--- config.mk ---
export PLATFORM = sky130hd
export DESIGN_NAME = lookahead_iir_mc
export DESIGN_NICKNAME = d
export VERILOG_FILES = /design/src/rtl/lookahead_iir_pkg.sv /design/src/rtl/lookahead_iir_mc_mac.sv /design/src/rtl/lookahead_iir_mc.sv
export SDC_FILE = /design/constraint.sdc
export NUM_CORES = 2
export LEC_CHECK = 0
export ABC_CLOCK_PERIOD_IN_PS = 34000
export CAP_MARGIN = 20
export CORE_ASPECT_RATIO = 0.5
export CORE_UTILIZATION = 60
export CTS_CLUSTER_SIZE = 16
export DETAILED_ROUTE_END_ITERATION = 6
export MAX_ROUTING_LAYER = met4
export PLACE_DENSITY = 0.72
export SYNTH_ARGS = -nofsm -noshare
export SYNTH_HDL_FRONTEND = slang
export SYNTH_SLANG_ARGS = --single-unit
--- constraint.sdc ---
create_clock -name clk -period 34 [get_ports clk]
set_clock_uncertainty 0.15 [all_clocks]
set_input_delay 3.4 -clock clk [delete_from_list [all_inputs] [get_ports clk]]
set_output_delay 3.4 -clock clk [all_outputs]
set_load 0.05 [all_outputs]
--- src/rtl/lookahead_iir_pkg.sv ---
// Shared types, default configuration and saturation helpers for the
// time-multiplexed lookahead IIR filter.
package lookahead_iir_pkg;

    typedef enum logic [2:0] {IDLE, FF, FB, SAT, OUT} state_e;

    localparam int unsigned ADC_BITS_DEF   = 10;
    localparam int unsigned WHOLE_BITS_DEF = 10;
    localparam int unsigned FRAC_BITS_DEF  = 22;
    localparam int unsigned GUARD_BITS_DEF = 4;
    localparam int unsigned NUM_FF_DEF     = 7;
    localparam int unsigned NUM_FB_DEF     = 2;
    localparam int unsigned LOOKAHEAD_DEF  = 3;
    localparam int unsigned CHANNELS_DEF   = 2;

    localparam int unsigned ACC_W  = WHOLE_BITS_DEF + FRAC_BITS_DEF + GUARD_BITS_DEF;
    localparam int unsigned YDEPTH = NUM_FB_DEF * LOOKAHEAD_DEF;
    localparam int unsigned NCOEF  = NUM_FF_DEF + NUM_FB_DEF;

    // Clamp a sign-extended value to the signed range of a w-bit word.
    function automatic logic signed [63:0] sat_to_width(input logic signed [63:0] v,
                                                        input int unsigned w);
        logic signed [63:0] hi;
        logic signed [63:0] lo;
        hi = (64'sd1 <<< (w - 1)) - 64'sd1;
        lo = -hi - 64'sd1;
        if (v > hi) begin
            return hi;
        end
        if (v < lo) begin
            return lo;
        end
        return v;
    endfunction

    function automatic logic signed [63:0] sat_to_adc(input logic signed [63:0] v,
                                                      input int unsigned bits);
        return sat_to_width(v, bits);
    endfunction

endpackage

--- src/rtl/lookahead_iir_mc_mac.sv ---
// Shared multiply-accumulate: product truncated to the accumulator grid and
// added to or subtracted from a wrapping accumulator register.
module iir_mac #(
    parameter int unsigned WIDTH     = 32,
    parameter int unsigned FRAC_BITS = 22,
    parameter int unsigned ACC_W     = 36
) (
    input  logic                    clk,
    input  logic                    reset,
    input  logic                    clear_i,
    input  logic                    en_i,
    input  logic                    sub_i,
    input  logic signed [WIDTH-1:0] coef_i,
    input  logic signed [WIDTH-1:0] data_i,
    output logic signed [ACC_W-1:0] acc_o
);
    localparam int unsigned PW = 2 * WIDTH;

    logic signed [PW-1:0]    prod;
    logic signed [ACC_W-1:0] term;
    logic signed [ACC_W-1:0] acc_q, acc_d;

    always_comb begin
        prod  = PW'(coef_i) * PW'(data_i);
        // Arithmetic shift then truncate gives floor rounding of the product.
        term  = ACC_W'(prod >>> FRAC_BITS);
        acc_d = acc_q;
        if (clear_i) begin
            acc_d = '0;
        end else if (en_i) begin
            acc_d = sub_i ? (acc_q - term) : (acc_q + term);
        end
    end

    always_ff @(posedge clk or posedge reset) begin
        if (reset) begin
            acc_q <= '0;
        end else begin
            acc_q <= acc_d;
        end
    end

    assign acc_o = acc_q;

endmodule

--- src/rtl/lookahead_iir_mc.sv ---
// Multi-channel lookahead IIR filter: one MAC sequenced over the feedforward
// and feedback taps of each accepted sample, with shared coefficients.
module lookahead_iir_mc
    import lookahead_iir_pkg::*;
#(
    parameter int unsigned ADC_BITS   = ADC_BITS_DEF,
    parameter int unsigned WHOLE_BITS = WHOLE_BITS_DEF,
    parameter int unsigned FRAC_BITS  = FRAC_BITS_DEF,
    parameter int unsigned WIDTH      = WHOLE_BITS + FRAC_BITS,
    parameter int unsigned GUARD_BITS = GUARD_BITS_DEF,
    parameter int unsigned NUM_FF     = NUM_FF_DEF,
    parameter int unsigned NUM_FB     = NUM_FB_DEF,
    parameter int unsigned LOOKAHEAD  = LOOKAHEAD_DEF,
    parameter int unsigned CHANNELS   = CHANNELS_DEF,
    localparam int unsigned AW = $clog2(NUM_FF + NUM_FB),
    localparam int unsigned CW = (CHANNELS > 1) ? $clog2(CHANNELS) : 1
) (
    input  logic                       clk,
    input  logic                       reset,
    input  logic                       coefficients_ready,
    input  logic                       coef_we,
    input  logic [AW-1:0]              coef_addr,
    input  logic signed [WIDTH-1:0]    coef_data,
    input  logic                       in_valid,
    output logic                       in_ready,
    input  logic [CW-1:0]              in_ch,
    input  logic signed [ADC_BITS-1:0] in_data,
    output logic                       out_valid,
    output logic [CW-1:0]              out_ch,
    output logic signed [ADC_BITS-1:0] out_data,
    output logic                       out_sat,
    output logic                       in_ch_err
);
    localparam int unsigned AccW = WIDTH + GUARD_BITS;
    localparam int unsigned YDep = NUM_FB * LOOKAHEAD;
    localparam int unsigned NCf  = NUM_FF + NUM_FB;
    localparam int unsigned CntW = $clog2(NCf);

    state_e                     state_q, state_d;
    logic [CntW-1:0]            cnt_q, cnt_d;
    logic [CW-1:0]              ch_q, ch_d;
    logic                       err_q, err_d;
    logic signed [WIDTH-1:0]    xnew_q, xnew_d;
    logic signed [WIDTH-1:0]    coef_q [NCf];
    logic signed [WIDTH-1:0]    coef_d [NCf];
    logic signed [WIDTH-1:0]    xh_q [CHANNELS][NUM_FF-1];
    logic signed [WIDTH-1:0]    xh_d [CHANNELS][NUM_FF-1];
    logic signed [WIDTH-1:0]    yh_q [CHANNELS][YDep];
    logic signed [WIDTH-1:0]    yh_d [CHANNELS][YDep];
    logic signed [ADC_BITS-1:0] out_data_q, out_data_d;
    logic [CW-1:0]              out_ch_q, out_ch_d;
    logic                       out_sat_q, out_sat_d;

    logic                       accept, mac_clear, mac_en, mac_sub;
    logic signed [WIDTH-1:0]    mac_a, mac_b, x_in, y_new;
    logic signed [AccW-1:0]     acc;
    logic signed [63:0]         acc_ext, y_wide, int_wide, o_wide;

    assign in_ready  = (state_q == IDLE) && coefficients_ready && !reset;
    assign accept    = in_valid && in_ready;
    assign out_valid = (state_q == OUT) && !err_q;
    assign in_ch_err = (state_q == OUT) && err_q;
    assign out_data  = out_data_q;
    assign out_ch    = out_ch_q;
    assign out_sat   = out_sat_q;

    always_comb begin
        x_in     = WIDTH'(in_data) <<< FRAC_BITS;
        acc_ext  = 64'(acc);
        y_wide   = sat_to_width(acc_ext, WIDTH);
        y_new    = WIDTH'(y_wide);
        int_wide = acc_ext >>> FRAC_BITS;
        o_wide   = sat_to_adc(int_wide, ADC_BITS);
    end

    // Tap operand selection for the current MAC step.
    always_comb begin
        mac_a   = '0;
        mac_b   = '0;
        mac_en  = 1'b0;
        mac_sub = 1'b0;
        if (state_q == FF) begin
            mac_en = 1'b1;
            for (int i = 0; i < NUM_FF; i++) begin
                if (int'(cnt_q) == i) mac_a = coef_q[i];
            end
            if (cnt_q == '0) begin
                mac_b = xnew_q;
            end else begin
                for (int c = 0; c < CHANNELS; c++) begin
                    for (int i = 1; i < NUM_FF; i++) begin
                        if (int'(ch_q) == c && int'(cnt_q) == i) mac_b = xh_q[c][i-1];
                    end
                end
            end
        end else if (state_q == FB) begin
            mac_en  = 1'b1;
            mac_sub = 1'b1;
            for (int k = 0; k < NUM_FB; k++) begin
                if (int'(cnt_q) == k) begin
                    mac_a = coef_q[NUM_FF+k];
                    for (int c = 0; c < CHANNELS; c++) begin
                        if (int'(ch_q) == c) mac_b = yh_q[c][(k+1)*LOOKAHEAD-1];
                    end
                end
            end
        end
    end

    always_comb begin
        state_d    = state_q;
        cnt_d      = cnt_q;
        ch_d       = ch_q;
        err_d      = err_q;
        xnew_d     = xnew_q;
        coef_d     = coef_q;
        xh_d       = xh_q;
        yh_d       = yh_q;
        out_data_d = out_data_q;
        out_ch_d   = out_ch_q;
        out_sat_d  = out_sat_q;
        mac_clear  = 1'b0;

        unique case (state_q)
            IDLE: begin
                if (accept) begin
                    ch_d  = in_ch;
                    cnt_d = '0;
                    if (int'(in_ch) < CHANNELS) begin
                        xnew_d    = x_in;
                        err_d     = 1'b0;
                        mac_clear = 1'b1;
                        state_d   = FF;
                    end else begin
                        err_d   = 1'b1;
                        state_d = OUT;
                    end
                end
            end
            FF: begin
                if (cnt_q == CntW'(NUM_FF - 1)) begin
                    cnt_d   = '0;
                    state_d = FB;
                end else begin
                    cnt_d = cnt_q + CntW'(1);
                end
            end
            FB: begin
                if (cnt_q == CntW'(NUM_FB - 1)) begin
                    state_d = SAT;
                end else begin
                    cnt_d = cnt_q + CntW'(1);
                end
            end
            SAT: begin
                for (int c = 0; c < CHANNELS; c++) begin
                    if (int'(ch_q) == c) begin
                        xh_d[c][0] = xnew_q;
                        for (int i = 1; i < NUM_FF - 1; i++) xh_d[c][i] = xh_q[c][i-1];
                        yh_d[c][0] = y_new;
                        for (int j = 1; j < YDep; j++) yh_d[c][j] = yh_q[c][j-1];
                    end
                end
                out_data_d = ADC_BITS'(o_wide);
                out_sat_d  = (o_wide != int_wide);
                out_ch_d   = ch_q;
                state_d    = OUT;
            end
            OUT: begin
                err_d   = 1'b0;
                state_d = IDLE;
            end
            default: state_d = IDLE;
        endcase

        // Load mode overrides everything in flight.
        if (!coefficients_ready) begin
            state_d = IDLE;
            err_d   = 1'b0;
            xh_d    = '{default: '0};
            yh_d    = '{default: '0};
            for (int i = 0; i < NCf; i++) begin
                if (coef_we && int'(coef_addr) == i) coef_d[i] = coef_data;
            end
        end
    end

    always_ff @(posedge clk or posedge reset) begin
        if (reset) begin
            state_q    <= IDLE;
            cnt_q      <= '0;
            ch_q       <= '0;
            err_q      <= 1'b0;
            xnew_q     <= '0;
            coef_q     <= '{default: '0};
            xh_q       <= '{default: '0};
            yh_q       <= '{default: '0};
            out_data_q <= '0;
            out_ch_q   <= '0;
            out_sat_q  <= 1'b0;
        end else begin
            state_q    <= state_d;
            cnt_q      <= cnt_d;
            ch_q       <= ch_d;
            err_q      <= err_d;
            xnew_q     <= xnew_d;
            coef_q     <= coef_d;
            xh_q       <= xh_d;
            yh_q       <= yh_d;
            out_data_q <= out_data_d;
            out_ch_q   <= out_ch_d;
            out_sat_q  <= out_sat_d;
        end
    end

    iir_mac #(
        .WIDTH    (WIDTH),
        .FRAC_BITS(FRAC_BITS),
        .ACC_W    (AccW)
    ) u_mac (
        .clk    (clk),
        .reset  (reset),
        .clear_i(mac_clear),
        .en_i   (mac_en),
        .sub_i  (mac_sub),
        .coef_i (mac_a),
        .data_i (mac_b),
        .acc_o  (acc)
    );

endmodule
Yosys cells after proc, flatten, opt, wreduce, memory -nomap -nowiden:

Index checks and enable logic that the tools add are counted.

* add/subtract/negate cells: 3
* $mul: 1
* div/mod/pow operators: 0
* $lt $le $gt $ge: 4
* equal/unequal tests: 30
* shifts and indexed selects: 0
* mux-type cells: 72
* bitwise gates (word level): 2
* reduce and logical (&&, ||, !) cells: 49

Operators by type and width (number)
* 2-to-1 mux 384 bit: 4
* 2-to-1 mux 32 bit: 34
* 2-to-1 mux 192 bit: 4
* 2-to-1 mux 64 bit: 4
* 2-to-1 mux 36 bit: 3
* inequality test 64 x 14 -> 1 bit: 1
* multiplier 32 x 32 -> 58 bit: 1
* adder 36 bit: 1
* greater-than comparator 36 x 32 -> 1 bit (second input constant): 1
* < comparator 36 x 32 -> 1 bit (second input constant): 1
* subtractor 36 bit: 1
* equality test 4 bit (second input constant): 8
* logical AND 1 bit: 26
* AND reduction 2 bit: 13
* equality test 4 x 3 -> 1 bit (second input constant): 5
* greater-than comparator 14 x 10 -> 1 bit (second input constant): 1
* < comparator 14 x 10 -> 1 bit (second input constant): 1
* 2-to-1 mux 1 bit: 13
* zero test 4 bit: 3
* 2-to-1 mux 3 bit: 4
* 2-to-1 mux 4 bit: 3
* one-hot mux 3 bit (4 select lines): 1
* one-hot mux 4 bit (3 select lines): 1
* equality test 4 x 2 -> 1 bit (second input constant): 2
* other kinds (17): 25

* bits in registers: 1123
* bits in latches: 0
* memory bits (writable): 0
* bits in read-only memories: 0
* output and inout bits: 15
* word-level logic and storage cells: 203
* memories: 0

Longest topological paths before layout:

* depth in word-level cells: 21
* mapped depth: 65
* mapped depth without buffers: 57

Hierarchy:

A second synthesis with hierarchy kept.

* cells, all modules: 7400
* area total of the unflattened synthesis: 73752.0 um2

Modules (own cells, without submodules)
* iir_mac: instances 1, cells each 4189, area an instance 38150.3 um2
* lookahead_iir_mc: instances 1, cells each 3211, area an instance 35601.6 um2

Worst setup path before layout:

Ideal clock, no wire load.

* path kind: flip-flop to flip-flop
* start point: register cnt_q[1]
* end point: register u_mac.acc_q[34] (netlist: u_mac.acc_o[34])
* arrival: 14.005 ns
* required time: 33.781 ns
* slack: 19.775 ns
* stages on the path, launching flop included: 59
* buffers on the path: 11
* clock period less this slack: 14.225 ns
* cells stage by stage: dfrtp_1 -> inv_1 -> ha_1 -> clkbuf_1 -> nor3b_1 -> clkbuf_1 -> buf_2 -> clkbuf_1 -> clkbuf_1 -> clkbuf_1 -> buf_1 -> clkbuf_1 -> a22o_1 -> a222oi_1 -> nor2_1 -> clkbuf_1 -> nand2_1 -> fa_1 -> [23 not listed] -> clkbuf_1 -> nor2_1 -> a41oi_1 -> xor2_1 -> ha_1 -> a21o_1 -> a21o_1 -> a21oi_1 -> a2bb2oi_1 -> a21oi_1 -> o21ba_2 -> a41o_1 -> o21ai_0 -> nand2b_1 -> a21oi_1 -> o21ai_0 -> or4b_2 -> nand3_1

* longest elaborated chain between the ends: 21

RTL lines
* start: declaration: line lookahead_iir_mc.sv:40 `logic [CntW-1:0] cnt_q, cnt_d;`
* start signal: assignment: line lookahead_iir_mc.sv:203 `cnt_q <= cnt_d;`
* equality test 4 x 2 -> 1 bit: line lookahead_iir_mc.sv:85, lookahead_iir_mc.sv:92, lookahead_iir_mc.sv:100
* logical AND 1 bit: line lookahead_iir_mc.sv:92 `if (int'(ch_q) == c && int'(cnt_q) == i) mac_b = xh_q[c][i-1];`
* 2-to-1 mux 32 bit (12 in a row): line lookahead_iir_mc.sv:92
* 2-to-1 mux 32 bit: line lookahead_iir_mc.sv:87 `if (cnt_q == '0) begin`
* 2-to-1 mux 32 bit: line lookahead_iir_mc.sv:82 `if (state_q == FF) begin`
* multiplier 32 x 32 -> 58 bit *: line lookahead_iir_mc_mac.sv:24 `prod = PW'(coef_i) * PW'(data_i);`
* adder 36 bit / subtractor 36 bit (equally long branches): line lookahead_iir_mc_mac.sv:31 `acc_d = sub_i ? (acc_q - term) : (acc_q + term);`
* 2-to-1 mux 36 bit *: line lookahead_iir_mc_mac.sv:31
* 2-to-1 mux 36 bit *: line lookahead_iir_mc_mac.sv:30 `end else if (en_i) begin`
* 2-to-1 mux 36 bit *: line lookahead_iir_mc_mac.sv:28 `if (clear_i) begin`
* end signal: assignment: line lookahead_iir_mc_mac.sv:37 `acc_q <= '0;`
* end signal: assignment: line lookahead_iir_mc_mac.sv:39 `acc_q <= acc_d;`
* end: declaration: line lookahead_iir_mc_mac.sv:21 `logic signed [ACC_W-1:0] acc_q, acc_d;`

Every way passes the cells marked *; elsewhere a longest branch is shown, timed or not. The select of a mux whose other input is x is not followed.
A chain may end at the register's enable or synchronous reset.

Final worst setup path:

Ends and elaborated chain as after synthesis.

==> run_results.csv <==
group,metric,value,unit
run_status,status,"finished with violations",
run_status,violations,"DRC",
synth,synth_edf_count,0,
placed_design,dp.final_hpwl,145000,µm
route,wl_met2,92400,µm
worst_setup_path,crit_fanout,58,
sta,whs,0.329,ns
clock_network,clock_latency,0.67,ns
die,die_area,123000,µm²
placed_design,place_area,75400,µm²
synth,yosys.area_share.xor_xnor,1.34,%
synth,ys.flop_type,"dfrtp_1",
synth,netlist_instances,7824,
clock_network,cts_tree,"done",
power,p_int,1940,µW
power,p_seq_share,40.5,%
sta,hold_viol_final,0,
clock_network,cts_root_buffer,"clkbuf_16",
synth,yosys.area_share.simple,14.6,%
synth,synth_compound_area_share,10.8,%
worst_setup_path,cp.arrival,15.98,ns
grt,grt_max_degree,239,
synth,synthesis.area,73100,µm²
worst_setup_path,start_kind,"flip-flop",
route,m1WireLength,88500,µm
grt,grt_pass1_wl,331000,µm
worst_setup_path,crit_slowest_cell,"buf_4",
power,p_leak,0.0363,µW
route,dr.first_iter.drc_count,5903,
die,boundaryPins,67,
die,start_util,60.6,%
route,routed-wl-met3,19700,µm
synth,synthAdderAreaFrac,31.3,%
synth,syn_nets,9101,
clock_network,cts_buffer_depth,3,
cells_and_area,drive_gt1_share,9.05,%
sta,worst_pin_slew,1.30,ns
worst_setup_path,critical_path_required,34.42,ns
route,dr_total_vias,56100,
worst_setup_path,setup.worst_path.class,"flip-flop to flip-flop",
worst_setup_path,path_common_cell,"fa_1",
grt,track_usage,36.0,%
clock_network,cts_inserted_buffers,85,
synth,async_flop_share,100,%
power,clkPwrFrac,33.3,%
sta,slew_headroom,13.3,%
synth,yosys.area.top_type_share,29.4,%
route,drtPass1Iterations,7,
synth,synthMuxAreaShare,4.76,%
clock_network,numClockSinks,858,
synth,ys_seq_elements,858,
route,drtAntennaViolNets,0,
power,vdd_drop_max,0.0551,mV
die,die_h,249,µm
sta,final_max_slew_viol_count,0,
synth,ys_warn_count,0,
sta,rsz0062_at_grt,"false",
worst_setup_path,regToRegSetupSlack,18.45,ns
cells_and_area,final_util,64.9,%
worst_setup_path,endpoint_kind,"flip-flop",
sta,finalCritPeriodShare,45.7,%
power,p_switching,956,µW
cells_and_area,area_growth,7.21,%
clock_network,htree_levels,3,
cells_and_area,layout.nets,8893,
synth,synth_top_area_cell,"dfrtp_1",
sta,period_minus_slack,15.55,ns
sta,timing.fmax,64.3,MHz
synth,syn_area_per_cell,9.35,µm²
grt,antenna_found_initial,7,
worst_setup_path,slowest_delay,0.73,ns
grt,grt_pass1_vias,56700,
die,fp-row-count,90,
power,powerDensity,37.0,nW/µm²
run,maxCapViolCount,0,
placed_design,port_buffers,65,
placed_design,place_congestion,0.961,
route,drc,5,
route,viasPerCell,6.04,
placed_design,pre_cts_slack,18.75,ns
sta,setup_tns,0,ns
worst_hold_path,hold_start,"out_data[3]$_DFFE_PP0P_",
route,avgRoutedWirePerCell,22.4,µm
die,die_w,496,µm
synth,ys_top_cells_by_area,"dfrtp_1 (29%), fa_1 (28%), nand2_1 (8.8%), inv_1 (5.2%), mux2_2 (4.6%)",
power,combinationalPowerShare,26.2,%
worst_hold_path,hp-class,"flip-flop to flip-flop",
grt,grt_overflow,0,
die,core,121000,µm²
cells_and_area,fin_area,78400,µm²
worst_setup_path,rr_startpoint,"cnt_q[1]$_DFFE_PP0P_",
worst_setup_path,critPathLaunch,"cnt_q[1]$_DFFE_PP0P_",
route,highest_layer,"met4",
clock_network,path_clk_slew,0.06,ns
sta,setup_viol,0,
route,drt-total-wl,208000,µm
synth,ys_seq_area_share,29.4,%
synth,yosys.cell_types.count,87,
synth,synth_top_family_by_area,"adder cells",
power,switching_share,33.0,%
clock_network,cts_hold_buffers,0,
sta,worst_slack,18.45,ns
clock_network,cts-resized-gates,0,
clock_network,post_cts_buffers,0,
-- Yosys cell counts (13+ instances only) --
master,n
o21ai_0,142
a22oi_1,51
nor2_1,342
nand2b_1,39
xor2_1,43
a21oi_1,606
fa_1,1011
clkbuf_1,448
ha_1,214
nand3_1,60
nor2b_1,81
a22o_1,22
a311oi_1,13
dfrtp_1,858
a221oi_1,84
inv_1,1004
nand4_1,15
a222oi_1,20
or2_2,15
and2_1,108
o22ai_1,25
a211oi_1,98
nor3_1,81
a31oi_1,20
o21a_1,23
mux2_2,300
o211ai_1,24
buf_1,58
a21o_1,48
nand2_1,1715
xnor2_1,64
-- cells in the final DEF, fill, tap and decap left out, types with 12 or more instances in the layout --
master              n
nand2_1          1712
fa_1             1011
inv_1            1002
dfrtp_1           857
a21oi_1           603
nor2_1            318
mux2_2            300
ha_1              214
buf_4             142
o21ai_0           129
and2_1            108
a211oi_1           98
clkbuf_16          85
a221oi_1           83
nor3_1             81
nor2b_1            81
clkdlybuf4s50_1    65
xnor2_1            64
nand3_1            59
a22oi_1            50
a21o_1             48
xor2_1             43
nand2b_1           39
o211ai_1           24
o21a_1             23
a22o_1             22
a31oi_1            20
a222oi_1           20
clkbuf_8           20
nor2_2             18
o21ai_2            18
or2_2              15
nand4_1            15
o22ai_1            15
clkbuf_1           15
a311oi_1           13
clkinv_2           13
or3_1              12
-- per-stage QoR --
stage	instances	power [µW]
finish	9290	2900
CTS	9280	2890
global placement	9130	1920
detailed placement	9133	1930
floorplan	7824	1670
global route	9288	3020
-- kinds of logic (layout without fill, tap and decap cells) --
group | after synthesis | after routing
simple gates | 2538 | 2538
fa+ha+maj | 1225 | 1225
buf+inv | 1518 | 1370
other cells | 1 | 5
xor+xnor | 109 | 109
flops | 858 | 858
mux | 310 | 310
compound gates | 1265 | 1265
-- cell type report --
cell class,count,area (µm²)
antenna,4,10.0
fill,9876,42300
multi-input combinational,5448,46400
inverter,1005,3790
clock inverter,27,393
timing repair buffer,218,1900
sequential,858,21500
clock buffer,120,2460
tap,1610,2010
-- registers in the layout, summed over array words and instances, names as in the netlist, 3 cells and up --
register / cells
xh_q: 120
state_q: 3
coef_q: 288
xnew_q: 10
cnt_q: 4
yh_q: 384
u_mac.acc_o: 36
out_data: 10
-- power by group through the flow --
| stage | logic, µW | registers, µW | clock network (µW) |
|---|---|---|---|
| after floorplan | 509 | 1160 | 0 |
| after global placement | 730 | 1180 | 0 |
| after detailed placement | 738 | 1190 | 0 |
| after CTS | 743 | 1170 | 978 |
| after global routing | 825 | 1180 | 1020 |
| final | 760 | 1170 | 965 |
-- layer usage --
| metal | GRT usage, % | up-vias |
|---|---|---|
| met1 | 51.4 | 28800 |
| met5 | - | - |
| met3 | 7.11 | 445 |
| met2 | 52.2 | 2319 |
| li1 | - | 24500 |
| met4 | 11.6 | 0 |
-- final timing paths --
path | cells past startpoint | to
worst max register to register | 52 | u_mac.acc_o[34]$_DFFE_PP0P_
max in group asynchronous | 5 | coef_q[239]$_DFFE_PP0P_
worst min-delay path | 2 | out_data[3]$_DFFE_PP0P_
worst max-delay path | 52 | u_mac.acc_o[34]$_DFFE_PP0P_
worst min register to register | 2 | out_data[3]$_DFFE_PP0P_
min in group asynchronous | 2 | yh_q[105]$_DFFE_PP0P_
-- worst max-delay path: cells and delay by family, from the launching register on --
family                     cells  cell delay (ns)
adders and majority gates     11             5.18
and+or+nand+nor               15             4.38
AOI/OAI and AO/OA             16             3.19
buffers and inverters          9             1.87
DFF                            1             0.41
xor gates and xnor gates       1             0.19
Power figures use the tool's default switching activity.
